**config.mk**
```make
export PLATFORM = sky130hd
export DESIGN_NAME = ap_handshake_tracker
export DESIGN_NICKNAME = d
export VERILOG_FILES = /design/src/rtl/ap_handshake_tracker.sv
export SDC_FILE = /design/constraint.sdc
export NUM_CORES = 2
export LEC_CHECK = 0
export BUFFER_PORTS_ARGS = -buffer_cell sky130_fd_sc_hd__buf_2
export CORE_UTILIZATION = 45
export DETAILED_ROUTE_END_ITERATION = 10
export PLACE_DENSITY_LB_ADDON = 0.08
export SYNTH_ARGS = -nofsm -noshare
export SYNTH_HDL_FRONTEND = slang
export SYNTH_SLANG_ARGS = --single-unit
```
**constraint.sdc**
```tcl
create_clock -name ap_clk -period 14.6 [get_ports ap_clk]
set_clock_uncertainty 0.2 [all_clocks]
set_input_delay 2.92 -clock ap_clk [delete_from_list [all_inputs] [get_ports ap_clk]]
set_output_delay 2.92 -clock ap_clk [all_outputs]
set_load 0.02 [all_outputs]
```
**src/rtl/ap_handshake_tracker.sv**
```systemverilog
// Transaction tracker for one HLS block's ap_* handshake: timestamps accepts, emits one record per completion.
// Optional AP_TRACKER_STALL_CNT_EN adds a done-while-!ap_continue stall counter reported in rec_stall.
module ap_handshake_tracker #(
  parameter int unsigned TS_W      = 32,
  parameter int unsigned ID_W      = 16,
  parameter int unsigned INFLIGHT  = 4,
  parameter int unsigned REC_DEPTH = 16
) (
  input  logic            ap_clk,
  input  logic            ap_rst_n,
  input  logic            ap_start,
  input  logic            ap_ready,
  input  logic            ap_done,
  input  logic            ap_continue,
  input  logic            finish,
  output logic            rec_valid,
  input  logic            rec_ready,
  output logic [ID_W-1:0] rec_id,
  output logic [TS_W-1:0] rec_start_ts,
  output logic [TS_W-1:0] rec_latency,
  output logic [TS_W-1:0] rec_interval,
  output logic [15:0]     rec_stall,
  output logic [15:0]     drop_cnt,
  output logic            err_inflight_ovf,
  output logic            err_orphan_done,
  output logic            drained
);

  localparam int unsigned QA_W = (INFLIGHT > 1) ? $clog2(INFLIGHT) : 1;
  localparam int unsigned QC_W = QA_W + 1;
  localparam int unsigned FA_W = (REC_DEPTH > 1) ? $clog2(REC_DEPTH) : 1;
  localparam int unsigned FC_W = FA_W + 1;
  localparam int unsigned CNT_W = 16;

  typedef enum logic [1:0] {S_RUN, S_DRAIN, S_DONE} state_e;

  typedef struct packed {
    logic [ID_W-1:0] id;
    logic [TS_W-1:0] start_ts;
    logic [TS_W-1:0] interval;
  } q_entry_t;

  typedef struct packed {
    logic [ID_W-1:0]  id;
    logic [TS_W-1:0]  start_ts;
    logic [TS_W-1:0]  latency;
    logic [TS_W-1:0]  interval;
    logic [CNT_W-1:0] stall;
  } rec_t;

  state_e           state_q, state_d;
  logic [TS_W-1:0]  ts_q, ts_d;
  logic [ID_W-1:0]  id_q, id_d;
  logic [TS_W-1:0]  last_ts_q, last_ts_d;
  logic             have_prev_q, have_prev_d;
  logic [QA_W-1:0]  q_rd_q, q_rd_d, q_wr_q, q_wr_d;
  logic [QC_W-1:0]  q_cnt_q, q_cnt_d;
  logic [FA_W-1:0]  f_rd_q, f_rd_d, f_wr_q, f_wr_d;
  logic [FC_W-1:0]  f_cnt_q, f_cnt_d;
  rec_t             out_q, out_d;
  logic             out_valid_q, out_valid_d;
  logic [CNT_W-1:0] drop_q, drop_d;
  logic             ovf_q, ovf_d;
  logic             orphan_q, orphan_d;
  logic             drained_q, drained_d;

  q_entry_t         q_mem_q [INFLIGHT];
  rec_t             f_mem_q [REC_DEPTH];

  logic             acc_c, cmp_c, q_empty_c, q_full_c, bypass_c;
  logic             q_pop_c, q_push_c, rec_make_c;
  logic             f_pop_c, f_load_c, f_room_c, f_wr_c;
  logic [FC_W-1:0]  f_total_c;
  logic [TS_W-1:0]  interval_c;
  q_entry_t         head_c, push_entry_c;
  rec_t             rec_new_c;
  logic [CNT_W-1:0] stall_val_c;

  // Event decode, start queue, record FIFO and FSM next-state
  always_comb begin
    state_d     = state_q;
    ts_d        = ts_q + TS_W'(1);
    id_d        = id_q;
    last_ts_d   = last_ts_q;
    have_prev_d = have_prev_q;
    q_rd_d      = q_rd_q;
    q_wr_d      = q_wr_q;
    f_rd_d      = f_rd_q;
    f_wr_d      = f_wr_q;
    out_d       = out_q;
    out_valid_d = out_valid_q & ~rec_ready;
    drop_d      = drop_q;
    ovf_d       = ovf_q;
    orphan_d    = orphan_q;
    drained_d   = (state_q == S_DONE);

    acc_c      = (state_q == S_RUN) & ap_start & ap_ready;
    cmp_c      = (state_q != S_DONE) & ap_done & ap_continue;
    q_empty_c  = (q_cnt_q == '0);
    q_full_c   = (q_cnt_q == QC_W'(INFLIGHT));
    bypass_c   = acc_c & cmp_c & q_empty_c;
    q_pop_c    = cmp_c & ~q_empty_c;
    q_push_c   = acc_c & ~bypass_c & (~q_full_c | q_pop_c);
    rec_make_c = bypass_c | q_pop_c;
    interval_c = have_prev_q ? (ts_q - last_ts_q) : '0;
    head_c     = q_mem_q[q_rd_q];

    push_entry_c          = '0;
    push_entry_c.id       = id_q;
    push_entry_c.start_ts = ts_q;
    push_entry_c.interval = interval_c;

    rec_new_c       = '0;
    rec_new_c.stall = stall_val_c;
    if (bypass_c) begin
      rec_new_c.id       = id_q;
      rec_new_c.start_ts = ts_q;
      rec_new_c.interval = interval_c;
    end else begin
      rec_new_c.id       = head_c.id;
      rec_new_c.start_ts = head_c.start_ts;
      rec_new_c.latency  = ts_q - head_c.start_ts;
      rec_new_c.interval = head_c.interval;
    end

    if (acc_c) begin
      id_d        = id_q + ID_W'(1);
      last_ts_d   = ts_q;
      have_prev_d = 1'b1;
    end
    if (q_pop_c)  q_rd_d = q_rd_q + QA_W'(1);
    if (q_push_c) q_wr_d = q_wr_q + QA_W'(1);
    q_cnt_d = q_cnt_q + QC_W'(q_push_c) - QC_W'(q_pop_c);

    if (acc_c & q_full_c & ~q_pop_c)   ovf_d    = 1'b1;
    if (cmp_c & q_empty_c & ~acc_c)    orphan_d = 1'b1;

    // Capacity counts the output register, and a same-cycle consumer pop frees a slot
    f_pop_c   = out_valid_q & rec_ready;
    f_total_c = f_cnt_q + FC_W'(out_valid_q);
    f_room_c  = (f_total_c - FC_W'(f_pop_c)) < FC_W'(REC_DEPTH);
    f_wr_c    = rec_make_c & f_room_c;
    f_load_c  = (~out_valid_q | rec_ready) & (f_cnt_q != '0);

    if (rec_make_c & ~f_room_c & (drop_q != '1)) drop_d = drop_q + CNT_W'(1);
    if (f_wr_c) f_wr_d = f_wr_q + FA_W'(1);
    if (f_load_c) begin
      out_d       = f_mem_q[f_rd_q];
      out_valid_d = 1'b1;
      f_rd_d      = f_rd_q + FA_W'(1);
    end
    f_cnt_d = f_cnt_q + FC_W'(f_wr_c) - FC_W'(f_load_c);

    case (state_q)
      S_RUN:   if (finish) state_d = S_DRAIN;
      S_DRAIN: if ((f_cnt_q == '0) && !out_valid_q && q_empty_c && !rec_make_c) state_d = S_DONE;
      S_DONE:  state_d = S_DONE;
      default: state_d = S_RUN;
    endcase
  end

  always_ff @(posedge ap_clk or negedge ap_rst_n) begin
    if (!ap_rst_n) begin
      state_q     <= S_RUN;
      ts_q        <= '0;
      id_q        <= '0;
      last_ts_q   <= '0;
      have_prev_q <= 1'b0;
      q_rd_q      <= '0;
      q_wr_q      <= '0;
      q_cnt_q     <= '0;
      f_rd_q      <= '0;
      f_wr_q      <= '0;
      f_cnt_q     <= '0;
      out_q       <= '0;
      out_valid_q <= 1'b0;
      drop_q      <= '0;
      ovf_q       <= 1'b0;
      orphan_q    <= 1'b0;
      drained_q   <= 1'b0;
    end else begin
      state_q     <= state_d;
      ts_q        <= ts_d;
      id_q        <= id_d;
      last_ts_q   <= last_ts_d;
      have_prev_q <= have_prev_d;
      q_rd_q      <= q_rd_d;
      q_wr_q      <= q_wr_d;
      q_cnt_q     <= q_cnt_d;
      f_rd_q      <= f_rd_d;
      f_wr_q      <= f_wr_d;
      f_cnt_q     <= f_cnt_d;
      out_q       <= out_d;
      out_valid_q <= out_valid_d;
      drop_q      <= drop_d;
      ovf_q       <= ovf_d;
      orphan_q    <= orphan_d;
      drained_q   <= drained_d;
    end
  end

  // Storage arrays need no reset: the pointers and counts define their contents
  always_ff @(posedge ap_clk) begin
    if (q_push_c) q_mem_q[q_wr_q] <= push_entry_c;
    if (f_wr_c)   f_mem_q[f_wr_q] <= rec_new_c;
  end

`ifdef AP_TRACKER_STALL_CNT_EN
  logic [CNT_W-1:0] stall_q, stall_d;

  // Stall cycles of the oldest outstanding transaction, handed to its record on completion
  always_comb begin
    stall_d = stall_q;
    if (cmp_c) begin
      stall_d = '0;
    end else if (ap_done && !ap_continue && (stall_q != '1)) begin
      stall_d = stall_q + CNT_W'(1);
    end
  end

  always_ff @(posedge ap_clk or negedge ap_rst_n) begin
    if (!ap_rst_n) stall_q <= '0;
    else           stall_q <= stall_d;
  end

  assign stall_val_c = stall_q;
`else
  assign stall_val_c = '0;
`endif

  assign rec_valid        = out_valid_q;
  assign rec_id           = out_q.id;
  assign rec_start_ts     = out_q.start_ts;
  assign rec_latency      = out_q.latency;
  assign rec_interval     = out_q.interval;
  assign rec_stall        = out_q.stall;
  assign drop_cnt         = drop_q;
  assign err_inflight_ovf = ovf_q;
  assign err_orphan_done  = orphan_q;
  assign drained          = drained_q;

endmodule
```
# --- Yosys cells after proc, flatten, opt, wreduce, memory -nomap -nowiden ---
# Memories as Yosys holds them, arrays and structs flattened. A register that Yosys moved wholly into a read port is not among the register bits.
# Cells that the tools add are included.
word_totals:
  wordCells: 95
  latch_bits: 0
  rom_bits: 0
  out_inout_bits: 148
  n_memories: 2
  register_bits: 139
  mem_bits_rw: 2112
  in_bits: 8
classes:
  n_reduce_logical: 11
  n_mul: 0
  shifts: 0
  mux: 12
  addsub: 15
  order_cmp: 1
  n_eq_ne: 7
  bitwise: 30
  n_div: 0
mem_list:
  columns: ["name", "depth", "word_bits", "read_ports", "rd_clocked_by_memory_dff", "wr", "line_no", "text"]
  rows:
  - ["f_mem_q", 16, 112, 1, 1, 1, "68", "rec_t f_mem_q [REC_DEPTH];"]
  - ["q_mem_q", 4, 80, 1, 0, 1, "67", "q_entry_t q_mem_q [INFLIGHT];"]
op_table:
  columns: ["cell", "n"]
  rows:
  - ["32-bit two-way mux", 3]
  - ["32-bit subtractor", 2]
  - ["48-bit two-way mux", 1]
  - ["16-bit by 1-bit adder with 16-bit output (second input constant)", 2]
  - ["32-bit by 1-bit adder with 32-bit output (second input constant)", 1]
  - ["1-bit AND", 19]
  - ["16-bit inequality test (second input constant)", 1]
  - ["5-bit by 1-bit adder with 5-bit output", 2]
  - ["5-bit by 1-bit subtractor with 5-bit output", 2]
  - ["4-bit by 1-bit adder with 4-bit output (second input constant)", 2]
  - ["1-bit NOT", 8]
  - ["2-bit inequality test (second input constant)", 3]
  - ["2-bit case mux with 3 select lines", 1]
  - ["5-bit logical NOT", 1]
  - ["5-bit < comparator (second input constant)", 1]
  - ["1-bit two-way mux", 5]
  - ["5-bit nonzero test", 1]
  - ["2-bit by 1-bit adder with 2-bit output (second input constant)", 2]
  - ["2-bit two-way mux", 2]
  - ["3-bit by 1-bit adder with 3-bit output", 1]
  - ["3-bit == test (second input constant)", 1]
  - ["1-bit logical AND", 3]
  - ["1-bit logical NOT", 3]
  - ["3-bit logical NOT", 1]
  - ["6 further kinds", 8]

# --- Longest topological paths before layout ---
depth:
  ltp_word: 10
  ltp_mapped: 22
  ltp_nobuf: 21

# --- Least setup slack after synthesis ---
# No wires, ideal clock.
synth_timing:
  kind: "in2reg"
  startpoint: "input port rec_ready"
  endpoint: "memory f_mem_q[3][0] (netlist name) (enable)"
  setup_ns: 0.858
  required_time_ns: 13.542
  n_path_buf: 1
  stages: 14
  setup_slack_ns: -1.552
  t_arrival_ns: 15.094
  cell_sequence: "inv_1 > nor2_1 > ha_1 > inv_1 > ha_1 > and3b_1 > o21ai_0 > a21oi_1 > nor2_1 > xnor2_1 > nor2b_1 > clkbuf_1 > inv_1 > nor4_1"
synth_via:
  elab_chain_cells: 6
synth_lines:
  columns: ["element", "line_no", "text"]
  rows:
  - ["start: declaration", "17", "input logic rec_ready,"]
  - ["1-bit AND", "139", "f_pop_c = out_valid_q & rec_ready;"]
  - ["5-bit by 1-bit subtractor with 5-bit output", "141", "f_room_c = (f_total_c - FC_W'(f_pop_c)) < FC_W'(REC_DEPTH);"]
  - ["5-bit < comparator", "141", null]
  - ["1-bit AND", "142", "f_wr_c = rec_make_c & f_room_c;"]
  - ["1-bit two-way mux", "205", "if (f_wr_c) f_mem_q[f_wr_q] <= rec_new_c;"]
  - ["1-bit two-way mux (implied by the code)", "205", null]
  - ["end: declaration", "68", null]
# No other way between the ends.

# --- Final worst setup path ---
layout_timing:
  startpoint: "input port rec_ready"
  endpoint: "memory f_mem_q[3][83] (netlist name) (enable)"
# Same word-level chain as after synthesis.

==> run metrics <==
Pre-antenna DRT Iters 7; worst hold stages 1; number of antenna violations at the first check in global routing 12; synthesized flop and latch total 2347; synth top area cells edfxtp_1, mux4_2, dfrtp_1; Area growth, synth to finish 12.83%; YS warnings 0; VDD IR-drop max 0.0001413 V; Clock Pin Slew Worst Setup and Hold Paths 0.06 ns; Die X 457.0 µm; final hold vios 0; final non-filler cell area 105100 µm²; crit path launch type input pin; Max Freq 147.8 MHz; number of global-route vias before repair 46290; Post-Syn Instances 4488; worst-path maximum fanout 42; DRC violations left 0; outcome completed; total number of vias 44500; Die ar. 208800 µm²; WHS Endpoint err_orphan_done; Routed WL 229.4 mm; Initial Util 0.4539; Syn Area/Cell 20.76 µm²; Routed Antenna Nets 0; R2R depth 12; RR Endpoint f_mem_q[2][51]; insertion delay to the later sink of the worst-skew pair 0.88 ns; row cnt 166; Post-Syn Area 93150 µm²; unrepaired setup endpoints after global routing no; CTS Hold Bufs 0; CP endpoint kind flop; Slew headroom 0.02349; WL per Instance 29.97 µm; Die H 457.0 µm; Slew @ Worst Pin 1.455 ns; fin crit share 0.4633; Final Wtd Congestion 0.8268; asr flop ratio synth 0.1001; Synth top area share 0.6808; DR iter-0 viols 4263; largest net degree at the start of global routing 141; pwr dens 208.1 nW/µm²; H-tree depth 4; Yosys top cell by area edfxtp_1; Final Max Tran Viols 0; R2R Setup Slk 8.92 ns; Yosys cell types 63; Final Worst Setup Slack 7.836 ns; postcts setup bufs 0; Area after DPL 97320 µm²; layout cells sized above 1 0.2855; crit path time final 6.764 ns; commonest cells in the netlist edfxtp_1, mux4_2, dfrtp_1, nand2_1, clkbuf_1; Post-synth EDFFs 2112; first-pass GRT wire length 333.7 mm; Total Nets Final 4853; maximum buffer depth of the clock tree 3; Required @ worst endpoint 14.88 ns; maxcap violations 0; DP Wirelength 128.7 mm; clk sinks 2347; Fillers 16310; most frequent cell after synthesis edfxtp_1; Worst Hold Launch err_orphan_done; I/O pins 156; Overall Global Routing Usage 0.2224; total CTS buffers 239; WS Path Type input pin to flop; total core area 205200 µm²; CTS tree done; Hold Crit Class flop to flop; sequential area share after synthesis 0.7440; Worst EP arrival 7.04 ns; # setup viols final 0; pre-CTS setup slack 6.899 ns; Clock Root Buffer clkbuf_16; Util after Layout 0.5122; post-cts sizing count 0; ys flop type edfxtp_1; Port Buf Inserts 139; final global-route overflow total 0; RR Startpoint q_rd_q[1]; vias per cell 5.811; Static Leak 35.09 nW
[through the flow]
stage	power (mW)	TNS [ns]	instances	hold slack, ns
2_1_floorplan	13.68	-695.03	4503	0.2538
3_3_place_gp	16.08	0	7200	0.2465
3_5_place_dp	16.13	0	7200	0.2431
4_1_cts	22.17	0	7654	0.2585
5_1_grt	22.82	0	7656	0.2786
6_report	21.88	0	7657	0.2568
[where the power goes]
| part | switching [mW] | leakage [nW] | internal (mW) |
|---|---|---|---|
| sequential | 0.368 | 22.0 | 8.89 |
| combinational | 3.95 | 9.31 | 2.64 |
| clock | 2.56 | 3.80 | 3.47 |
| total | 6.88 | 35.1 | 15.0 |
[registers in the layout, indices dropped and copies added, names as in the netlist, 32 cells and up]
signal,flops
rec_start_ts,32
last_ts_q,32
rec_latency,32
q_mem_q,320
rec_interval,32
ts_q,32
f_mem_q,1792
[cells by family (layout without fill, tap and decap cells)]
| group | Yosys count | in the layout | share of synthesized area |
|---|---|---|---|
| adder cells (fa/ha/maj) | 92 | 92 | 0.01268 |
| multiplexers | 774 | 774 | 0.1709 |
| flip-flops | 2347 | 2347 | 0.7440 |
| AND/OR/NAND/NOR | 512 | 512 | 0.02513 |
| XOR/XNOR | 127 | 127 | 0.01194 |
| buffers and inverters | 341 | 804 | 0.01539 |
| AO/OA/AOI/OAI | 294 | 294 | 0.01999 |
| other | 1 | 19 | 0.00004026 |
[critical path: stages]
cell     delay, ns
buf_2         0.09
inv_1         0.06
nor2_1        0.12
ha_1          0.15
inv_1         0.04
ha_1          0.25
and3b_1       0.18
o21ai_0       0.14
a21oi_1       0.08
nor2_1        0.11
xnor2_1       0.12
nor2b_1       0.46
inv_1         0.28
nor4_2        0.23
buf_4         0.90
buf_4         0.81
[cell type report]
type | instances | area (µm²) | area share
Antenna cell | 3 | 7.507 | 0.00007142
Inverter | 104 | 390.4 | 0.003714
Clock buffer | 320 | 6571 | 0.06252
Multi-Input combinational cell | 1815 | 22630 | 0.2153
Tap cell | 2688 | 3363 | 0.03200
Timing Repair Buffer | 246 | 1622 | 0.01543
Sequential cell | 2347 | 69320 | 0.6596
Clock inverter | 134 | 1199 | 0.01140
[how the worst max path moves through the flow]
stage                         start              to  slack, ns
after floorplan           rec_ready   f_mem_q[3][0]      -1.55
after global placement    rec_ready  f_mem_q[3][75]       6.81
after detailed placement  rec_ready  f_mem_q[3][96]       6.90
after CTS                 rec_ready  f_mem_q[3][75]       7.84
after global routing      rec_ready  f_mem_q[3][83]       7.46
final                     rec_ready  f_mem_q[3][83]       7.84
[layout by cell type (no fill, tap or decap), types with 35 or more instances in the layout]
cell type / n
o21ai_0: 78
dfrtp_1: 229
ha_1: 88
inv_1: 104
nor2_1: 101
edfxtp_1: 2112
clkinv_1: 50
clkbuf_16: 244
clkinv_2: 46
clkbuf_1: 58
xnor2_1: 93
mux2_2: 129
nand2_1: 212
buf_4: 98
a21oi_1: 70
mux4_2: 640
buf_2: 138
nand3_1: 45
a21o_1: 35
[per-layer routing]
metal,share of wire,GRT usage,vias up,wire [µm]
met1,0.46,0.3386,24230,106600
met3,0.051,0.03362,255,11730
met5,0.000057,0,-,13
met4,0.015,0.04481,2,3412
li1,-,-,18870,-
met2,0.47,0.3426,1141,107700
Note: power is estimated with default switching activity, not from simulation.
